`config.mk`:
```
export PLATFORM = sky130hd
export DESIGN_NAME = ps2_device_tx
export DESIGN_NICKNAME = d
export VERILOG_FILES = /design/src/rtl/ps2_pkg.sv /design/src/rtl/ps2_sync.sv /design/src/rtl/ps2_device_tx.sv
export SDC_FILE = /design/constraint.sdc
export NUM_CORES = 1
export LEC_CHECK = 0
export CAP_MARGIN = 5
export CORE_ASPECT_RATIO = 1.25
export CORE_MARGIN = 2
export CORE_UTILIZATION = 48
export DETAILED_ROUTE_END_ITERATION = 16
export PLACE_DENSITY = 0.78
export SYNTH_ARGS = -nofsm -noshare
export SYNTH_HDL_FRONTEND = slang
export SYNTH_SLANG_ARGS = --single-unit
```
`constraint.sdc`:
```
create_clock -name clk -period 5.45 [get_ports clk]
set_input_delay 0.8175 -clock clk [delete_from_list [all_inputs] [get_ports clk]]
set_output_delay 0.8175 -clock clk [all_outputs]
set_load 0.005 [all_outputs]
```
`src/rtl/ps2_pkg.sv`:
```
// Shared PS/2 definitions: FSM state encoding, frame geometry and odd-parity helpers.
// Used by both the device transmitter and the host controller.
package ps2_pkg;

  localparam int FRAME_BITS = 11;

  typedef enum logic [2:0] {
    ST_IDLE,
    ST_BUS_CHECK,
    ST_BIT_HI,
    ST_BIT_LO,
    ST_DONE,
    ST_ABORT
  } ps2_state_t;

  function automatic logic odd_parity(input logic [7:0] d);
    return ~^d;
  endfunction

  // Wire order, LSB first: start(0), D0..D7, parity, stop(1).
  function automatic logic [FRAME_BITS-1:0] build_frame(input logic [7:0] d);
    return {1'b1, odd_parity(d), d, 1'b0};
  endfunction

endpackage

```
`src/rtl/ps2_sync.sv`:
```
// Two-flop synchroniser for an asynchronous PS/2 line; resets high (idle line level).
module ps2_sync (
  input  logic clk,
  input  logic rst_n,
  input  logic d,
  output logic q
);

  logic meta;

  always_ff @(posedge clk or negedge rst_n) begin
    if (!rst_n) begin
      meta <= 1'b1;
      q    <= 1'b1;
    end else begin
      meta <= d;
      q    <= meta;
    end
  end

endmodule

```
`src/rtl/ps2_device_tx.sv`:
```
// Device-side PS/2 transmitter: drives the PS/2 clock and sends one 11-bit frame per accepted request,
// abandoning the frame if the host holds the clock low while the device has released it.
module ps2_device_tx
  import ps2_pkg::*;
#(
  parameter int HALF_CYC = 2000,
  parameter int IDLE_CYC = 2500
) (
  input  logic       clk,
  input  logic       rst_n,
  input  logic       ps2clk_in,
  input  logic       ps2data_in,
  output logic       ps2clk_oe,
  output logic       ps2data_oe,
  input  logic [7:0] tx_data,
  input  logic       tx_start,
  output logic       busy,
  output logic       tx_done,
  output logic       tx_abort
);

  localparam int CNT_MAX = (HALF_CYC > IDLE_CYC) ? HALF_CYC : IDLE_CYC;
  localparam int CNT_W   = $clog2(CNT_MAX + 1);
  localparam logic [CNT_W-1:0] HALF_LAST = CNT_W'(HALF_CYC - 1);
  localparam logic [CNT_W-1:0] IDLE_LAST = CNT_W'(IDLE_CYC - 1);
  localparam logic [CNT_W-1:0] INH_FIRST = CNT_W'(2);
  localparam logic [3:0]       LAST_BIT  = 4'(FRAME_BITS - 1);

  ps2_state_t            state, state_n;
  logic [CNT_W-1:0]      cnt, cnt_n;
  logic [3:0]            bit_idx, bit_idx_n;
  logic [FRAME_BITS-1:0] frame, frame_n;
  logic                  clk_s;
  logic                  unused_data;

  // The data line is reserved for future host-to-device traffic.
  assign unused_data = ps2data_in;

  ps2_sync u_clk_sync (
    .clk   (clk),
    .rst_n (rst_n),
    .d     (ps2clk_in),
    .q     (clk_s)
  );

  always_ff @(posedge clk or negedge rst_n) begin
    if (!rst_n) begin
      state   <= ST_IDLE;
      cnt     <= '0;
      bit_idx <= '0;
      frame   <= '0;
    end else begin
      state   <= state_n;
      cnt     <= cnt_n;
      bit_idx <= bit_idx_n;
      frame   <= frame_n;
    end
  end

  always_comb begin
    state_n    = state;
    cnt_n      = cnt;
    bit_idx_n  = bit_idx;
    frame_n    = frame;
    ps2clk_oe  = 1'b0;
    ps2data_oe = 1'b0;
    tx_done    = 1'b0;
    tx_abort   = 1'b0;
    busy       = (state != ST_IDLE);

    case (state)
      ST_IDLE: begin
        if (tx_start) begin
          frame_n = build_frame(tx_data);
          cnt_n   = '0;
          state_n = ST_BUS_CHECK;
        end
      end

      ST_BUS_CHECK: begin
        if (!clk_s) begin
          cnt_n = '0;
        end else if (cnt == IDLE_LAST) begin
          cnt_n     = '0;
          bit_idx_n = '0;
          state_n   = ST_BIT_HI;
        end else begin
          cnt_n = cnt + 1'b1;
        end
      end

      // The first two cycles are skipped because our own released clock is still in the synchroniser.
      ST_BIT_HI: begin
        ps2data_oe = ~frame[bit_idx];
        if (!clk_s && cnt >= INH_FIRST) begin
          cnt_n   = '0;
          state_n = ST_ABORT;
        end else if (cnt == HALF_LAST) begin
          cnt_n   = '0;
          state_n = ST_BIT_LO;
        end else begin
          cnt_n = cnt + 1'b1;
        end
      end

      ST_BIT_LO: begin
        ps2clk_oe  = 1'b1;
        ps2data_oe = ~frame[bit_idx];
        if (cnt == HALF_LAST) begin
          cnt_n = '0;
          if (bit_idx == LAST_BIT) begin
            state_n = ST_DONE;
          end else begin
            bit_idx_n = bit_idx + 1'b1;
            state_n   = ST_BIT_HI;
          end
        end else begin
          cnt_n = cnt + 1'b1;
        end
      end

      ST_DONE: begin
        if (cnt == HALF_LAST) begin
          tx_done = 1'b1;
          cnt_n   = '0;
          state_n = ST_IDLE;
        end else begin
          cnt_n = cnt + 1'b1;
        end
      end

      ST_ABORT: begin
        tx_abort = 1'b1;
        state_n  = ST_IDLE;
      end

      default: state_n = ST_IDLE;
    endcase
  end

endmodule

```
Word level (Yosys, flattened, before mapping)
Index checks and enable logic that the tools add are counted.
{ "classes": {"eq_ne": 15, "n_div": 0, "reduce_logical": 13, "addsub": 2, "shifts": 0, "mux": 27, "magnitude_cmp": 2, "multipliers": 0, "bitwise": 1} }
{ "op_table": {"columns": ["op", "count"], "rows": [
  ["$mux W12", 5],
  ["$pmux W12 S4", 1],
  ["$mux W3", 8],
  ["$mux W4", 4],
  ["$pmux W3 S5", 1],
  ["$add A12 B1 Y12 const B", 1],
  ["$eq A12 B11 Y1 const B", 1],
  ["$eq A12 B12 Y1 const B", 1],
  ["$ge A12 B2 Y1 const B", 1],
  ["$ne A2 B2 Y1 const B", 5],
  ["$pmux W4 S2", 1],
  ["$reduce_xnor A8 Y1", 1],
  ["$eq A3 B2 Y1 const B", 2],
  ["$eq A3 B3 Y1 const B", 2],
  ["$mux W1", 6],
  ["$reduce_and A6 Y1", 1],
  ["$lt A4 B5 Y1 const B", 1],
  ["$reduce_and A5 Y1", 1],
  ["$add A4 B1 Y4 const B", 1],
  ["$bmux W1 S4", 1],
  ["$eq A4 B4 Y1 const B", 1],
  ["$reduce_and A2 Y1", 2],
  ["$reduce_bool A4 Y1", 1],
  ["$reduce_or A2 Y1", 2],
  ["other kinds (9)", 9]
]} }
{ "word_totals": {"latchBits": 0, "inputBits": 13, "n_memories": 0, "out_inout_bits": 5, "mem_bits_ro": 0, "ramBits": 0, "word_cells": 66, "reg_bits": 31} }

Longest topological paths before layout
{ "logic_depth": {"ltp_word": 4, "ltp_mapped": 9, "mapped_depth_nobuf": 8} }

Cells and area by module
From an unflattened synthesis, not the netlist that was laid out.
{ "hier_totals": {"hier_cells": 194, "area_unflattened_um2": 1815.5} }
{ "by_module_without_submodules": {"columns": ["module", "area_per_inst_um2", "cells_each", "seq_area_each_um2", "instances"], "rows": [
  ["ps2_device_tx", 1762.9, 192, 725.7, 1],
  ["ps2_sync", 52.6, 2, 52.6, 1]
]} }

Worst setup path before layout
No wires, ideal clock.
{ "synth_path": {"path_kind": "register -> output", "startpoint": "reg bit_idx[0]", "endpoint": "out ps2data_oe", "path_buffers": 0, "path_slack_ps": 3243, "stages_incl_launch_ff": 4, "t_arrival_ps": 1389, "t_required_ps": 4633, "cell_sequence": "dfrtp_1 > mux4_2 > a211o_1 > a21oi_1"} }
{ "synth_via": {"elab_chain_len": 4} }
{ "synth_rtl": {"columns": ["item", "line_no", "source"], "rows": [
  ["start: declaration", "ps2_device_tx.sv:31", "logic [3:0] bit_idx, bit_idx_n;"],
  ["start signal: assignment", "ps2_device_tx.sv:55", "bit_idx <= bit_idx_n;"],
  ["$bmux W1 S4", "ps2_device_tx.sv:94, ps2_device_tx.sv:108", null],
  ["$mux W1 (not written as such)", "ps2_device_tx.sv:94, ps2_device_tx.sv:108", null],
  ["$not A1 Y1", "ps2_device_tx.sv:94, ps2_device_tx.sv:108", null],
  ["$mux W1", null, null],
  ["end: declaration", "ps2_device_tx.sv:14", "output logic ps2data_oe,"]
]} }
Every way passes these cells. The select of a mux whose other input is x is not followed.

Final worst setup path
{ "layout_path": {"startpoint": "reg cnt[1]", "endpoint": "out tx_done"} }
{ "layout_via": {"elab_chain_len": 3} }
{ "layout_rtl": {"columns": ["item", "line_no", "source"], "rows": [
  ["start: declaration", "ps2_device_tx.sv:30", "logic [CNT_W-1:0] cnt, cnt_n;"],
  ["start signal: assignment", "ps2_device_tx.sv:54", "cnt <= cnt_n;"],
  ["$eq A12 B11 Y1", "ps2_device_tx.sv:123", "if (cnt == HALF_LAST) begin"],
  ["$mux W1", "ps2_device_tx.sv:123", null],
  ["$mux W1", "ps2_device_tx.sv:71", "case (state)"],
  ["end: declaration", "ps2_device_tx.sv:18", "output logic tx_done,"]
]} }
Every way passes these cells.

==> impl_metrics.csv <==
group,metric,value,unit
run_status,status,"finished clean",
pwr,power.switching,310.2,uW
setup_path,r2r_end,"cnt[7]",
layout,regArea,778.2,um2
layout,n_antenna_cell,0,
grt,grt_antenna_before_repair,0,
sta,slew_headroom,0.3132,
setup_path,endpoint_kind,"output port",
sta,hold_viol_final,0,
drt,viasPerCell,5.669,
grt,grt_overflow,0,
clock_tree,cts_root_buf,"clkbuf_8",
logic_synthesis,yosysWarnings,0,
die,dieArea,4321,um2
layout,fin_nets,221,
die,die_w,59.20,um
sta,fin_ws,2.291,ns
pwr,swShare,0.3689,
placement,place_congestion,0.8233,
setup_path,arrival,2.34,ns
setup_path,crit_type,"reg -> out",
drt,first_pass_iters,3,
clock_tree,htreeDepth,2,
grt,grt_pass1_vias,1376,
setup_path,cp-start-kind,"flip-flop",
sta,rsz0062_at_grt,"no",
setup_path,rr_worst_depth,7,
sta,fmaxAchievable,0.3165,GHz
clock_tree,cts_setup_buffers,0,
placement,dp_hpwl,2.525,mm
logic_synthesis,async_flop_share,1.000,
die,row_count,25,
drt,first_iter_violations,52,
sta,fin_setup_tns,0,ns
min_path,hold_end,"u_clk_sync.q",
flow_run,maxCapViolCount,0,
logic_synthesis,syn_avg_cell_area,9.828,um2
pwr,vdd_drop_max,220.5,uV
clock_tree,cts_buffer_depth,2,
sta,tightest_slew,1.002,ns
layout,drive_gt1_frac,0.1659,
drt,route.detailed.drc,0,
pwr,pwr-share-comb,0.384,
layout,multiInputGateArea,980.9,um2
pwr,intPower,530.7,uW
placement,port_buffers,16,
clock_tree,cts_sinks,31,
drt,dr_total_vias,1389,
clock_tree,postCtsResizedCells,0,
layout,final_cell_area,2098,um2
clock_tree,numCtsBuffers,5,
pwr,p_per_area,400.8,nW/um2
setup_path,critPathMaxStageDelay,0.56,ns
setup_path,critPathMaxFanout,6,
clock_tree,cts_tree,"yes",
logic_synthesis,syn_nets,203,
sta,period_share,0.5797,
setup_path,cp_top_family,"simple AND/OR/NAND/NOR gates",
sta,final_max_slew_viol_count,0,
logic_synthesis,synth_edf_count,0,
logic_synthesis,seq_area_frac_synth,0.4257,
setup_path,path_cells,"ha_1 -> nand3_2 -> or4_4 -> nor2_1 -> clkdlybuf4s50_1",
drt,wirelength,3.450,mm
logic_synthesis,synth_ff_type,"dfrtp_1",
drt,wl_per_cell,14.08,um
grt,grt_pass1_wl,6.065,mm
sta,period_needed,3.159,ns
pwr,power_frac_clock,0.208,
pwr,total_power,840.9,uW
clock_tree,hold_buffers,0,
setup_path,reg2reg_from,"cnt[1]",
setup_path,crit_buf_inv,1,
layout,area_delta_synth_final,14.78,%
die,coreArea,3722,um2
die,start_util,0.4911,
logic_synthesis,ys_types,50,
logic_synthesis,ys_ff_latch,31,
drt,final_antenna_net_count,0,
sta,hold_slack,0.3578,ns
pwr,p_leak,0.9227,nW
clock_tree,clk_latency,0.29,ns
logic_synthesis,syn_inst,186,
layout,fill_cells,344,
layout,stdcell_count,245,
grt,track_usage,0.1860,
placement,postPlaceCellArea,2014,um2
sta,finClkSkew,0.007097,ns
sta,finalSetupViolCount,0,
layout,final_core_util,0.5637,
die,dieHeight,73.00,um
grt,grt_max_degree,32,
min_path,hold_class,"reg -> reg",
clock_tree,clkTransAtPathRegs,0.06,ns
setup_path,cp.required,4.63,ns
setup_path,slowest_stage,"or4_4",
placement,placed_cells,237,
logic_synthesis,synthesis.area,1828,um2
setup_path,rrSetupSlack,2.88,ns
min_path,holdPathStages,0,
pwr,power.share.sequential,0.408,
placement,dp_slack,2.462,ns
die,io-pin-count,18,
min_path,hp-start,"u_clk_sync.meta",
==> layout make-up <==
type	instances	share of cell area
Multi-Input combinational cell	139	0.4675
Sequential cell	31	0.3709
Timing Repair Buffer	17	0.07990
Clock buffer	5	0.03280
Tap cell	40	0.02385
Inverter	10	0.01789
Clock inverter	3	0.007156
==> registers in the layout (all words and copies together), names as in the netlist <==
register and flops:
bit_idx 4, state 3, u_clk_sync.q 1, cnt 12
frame 10, u_clk_sync.meta 1
==> power groups by stage <==
stage | clock (mW) | sequential [mW] | combinational, mW
floorplan | 0 | 0.317 | 0.272
global placement | 0 | 0.345 | 0.315
detailed placement | 0 | 0.348 | 0.325
CTS | 0.180 | 0.344 | 0.328
global route | 0.189 | 0.354 | 0.361
finish | 0.175 | 0.343 | 0.323
==> cells in the mapped netlist, types with 3 or more instances <==
master	count	share of area
mux2i_1	4	0.022
ha_1	4	0.027
nor3b_1	6	0.025
nand2_1	13	0.027
xnor2_1	8	0.038
mux2_2	10	0.062
and3_1	3	0.010
a21oi_1	7	0.019
a21o_1	6	0.025
o21ai_0	11	0.030
clkbuf_1	4	0.0082
nand2b_1	3	0.010
inv_1	10	0.021
nand3_1	6	0.016
o22ai_1	3	0.010
nor2_1	19	0.039
dfrtp_1	29	0.40
==> kinds of logic (layout without fill, tap and decap cells) <==
kind of cell,Yosys count,after routing,synth area share
AO/OA/AOI/OAI,41,41,0.1513
multiplexers,15,15,0.09583
flip-flops,31,31,0.4257
XOR/XNOR,9,9,0.04312
buffers and inverters,16,35,0.03764
AND/OR/NAND/NOR,70,70,0.2190
adder cells (fa/ha/maj),4,4,0.02738
==> routing by layer <==
layer	vias to the layer above	wire (um)	global-route usage
li1	692	-	-
met1	674	1469	0.2213
met2	16	1822	0.3150
met3	7	87	0.04787
met4	0	70	0.07323
met5	-	0	0
==> layout by cell type (no fill, tap or decap), types with 3 or more instances in the layout <==
master	n
dfrtp_1	29
nor2_1	19
clkdlybuf4s50_1	16
nand2_1	13
o21ai_0	11
inv_1	10
mux2_2	10
xnor2_1	8
a21oi_1	7
nand3_1	6
nor3b_1	6
a21o_1	6
clkbuf_8	5
mux2i_1	4
ha_1	4
nand2b_1	3
o22ai_1	3
and3_1	3
clkinv_2	3
==> worst max-delay path by stage <==
stage / end / from / depth (start not counted)
after detailed placement: cnt[11] / tx_start / 7
after global placement: cnt[11] / tx_start / 7
after CTS: tx_done / cnt[1] / 5
after global routing: tx_done / cnt[1] / 5
final: tx_done / cnt[1] / 5
after floorplan: ps2data_oe / bit_idx[0] / 3
==> worst reg2reg max path: stages, from the launching register on <==
cell     delay (ns)
dfrtp_1        0.42
ha_1           0.25
nand3_2        0.16
nor4_2         0.60
o22ai_1        0.24
a21oi_4        0.41
o21ai_0        0.17
a21o_1         0.22
Note: power is estimated with default switching activity, not from simulation.
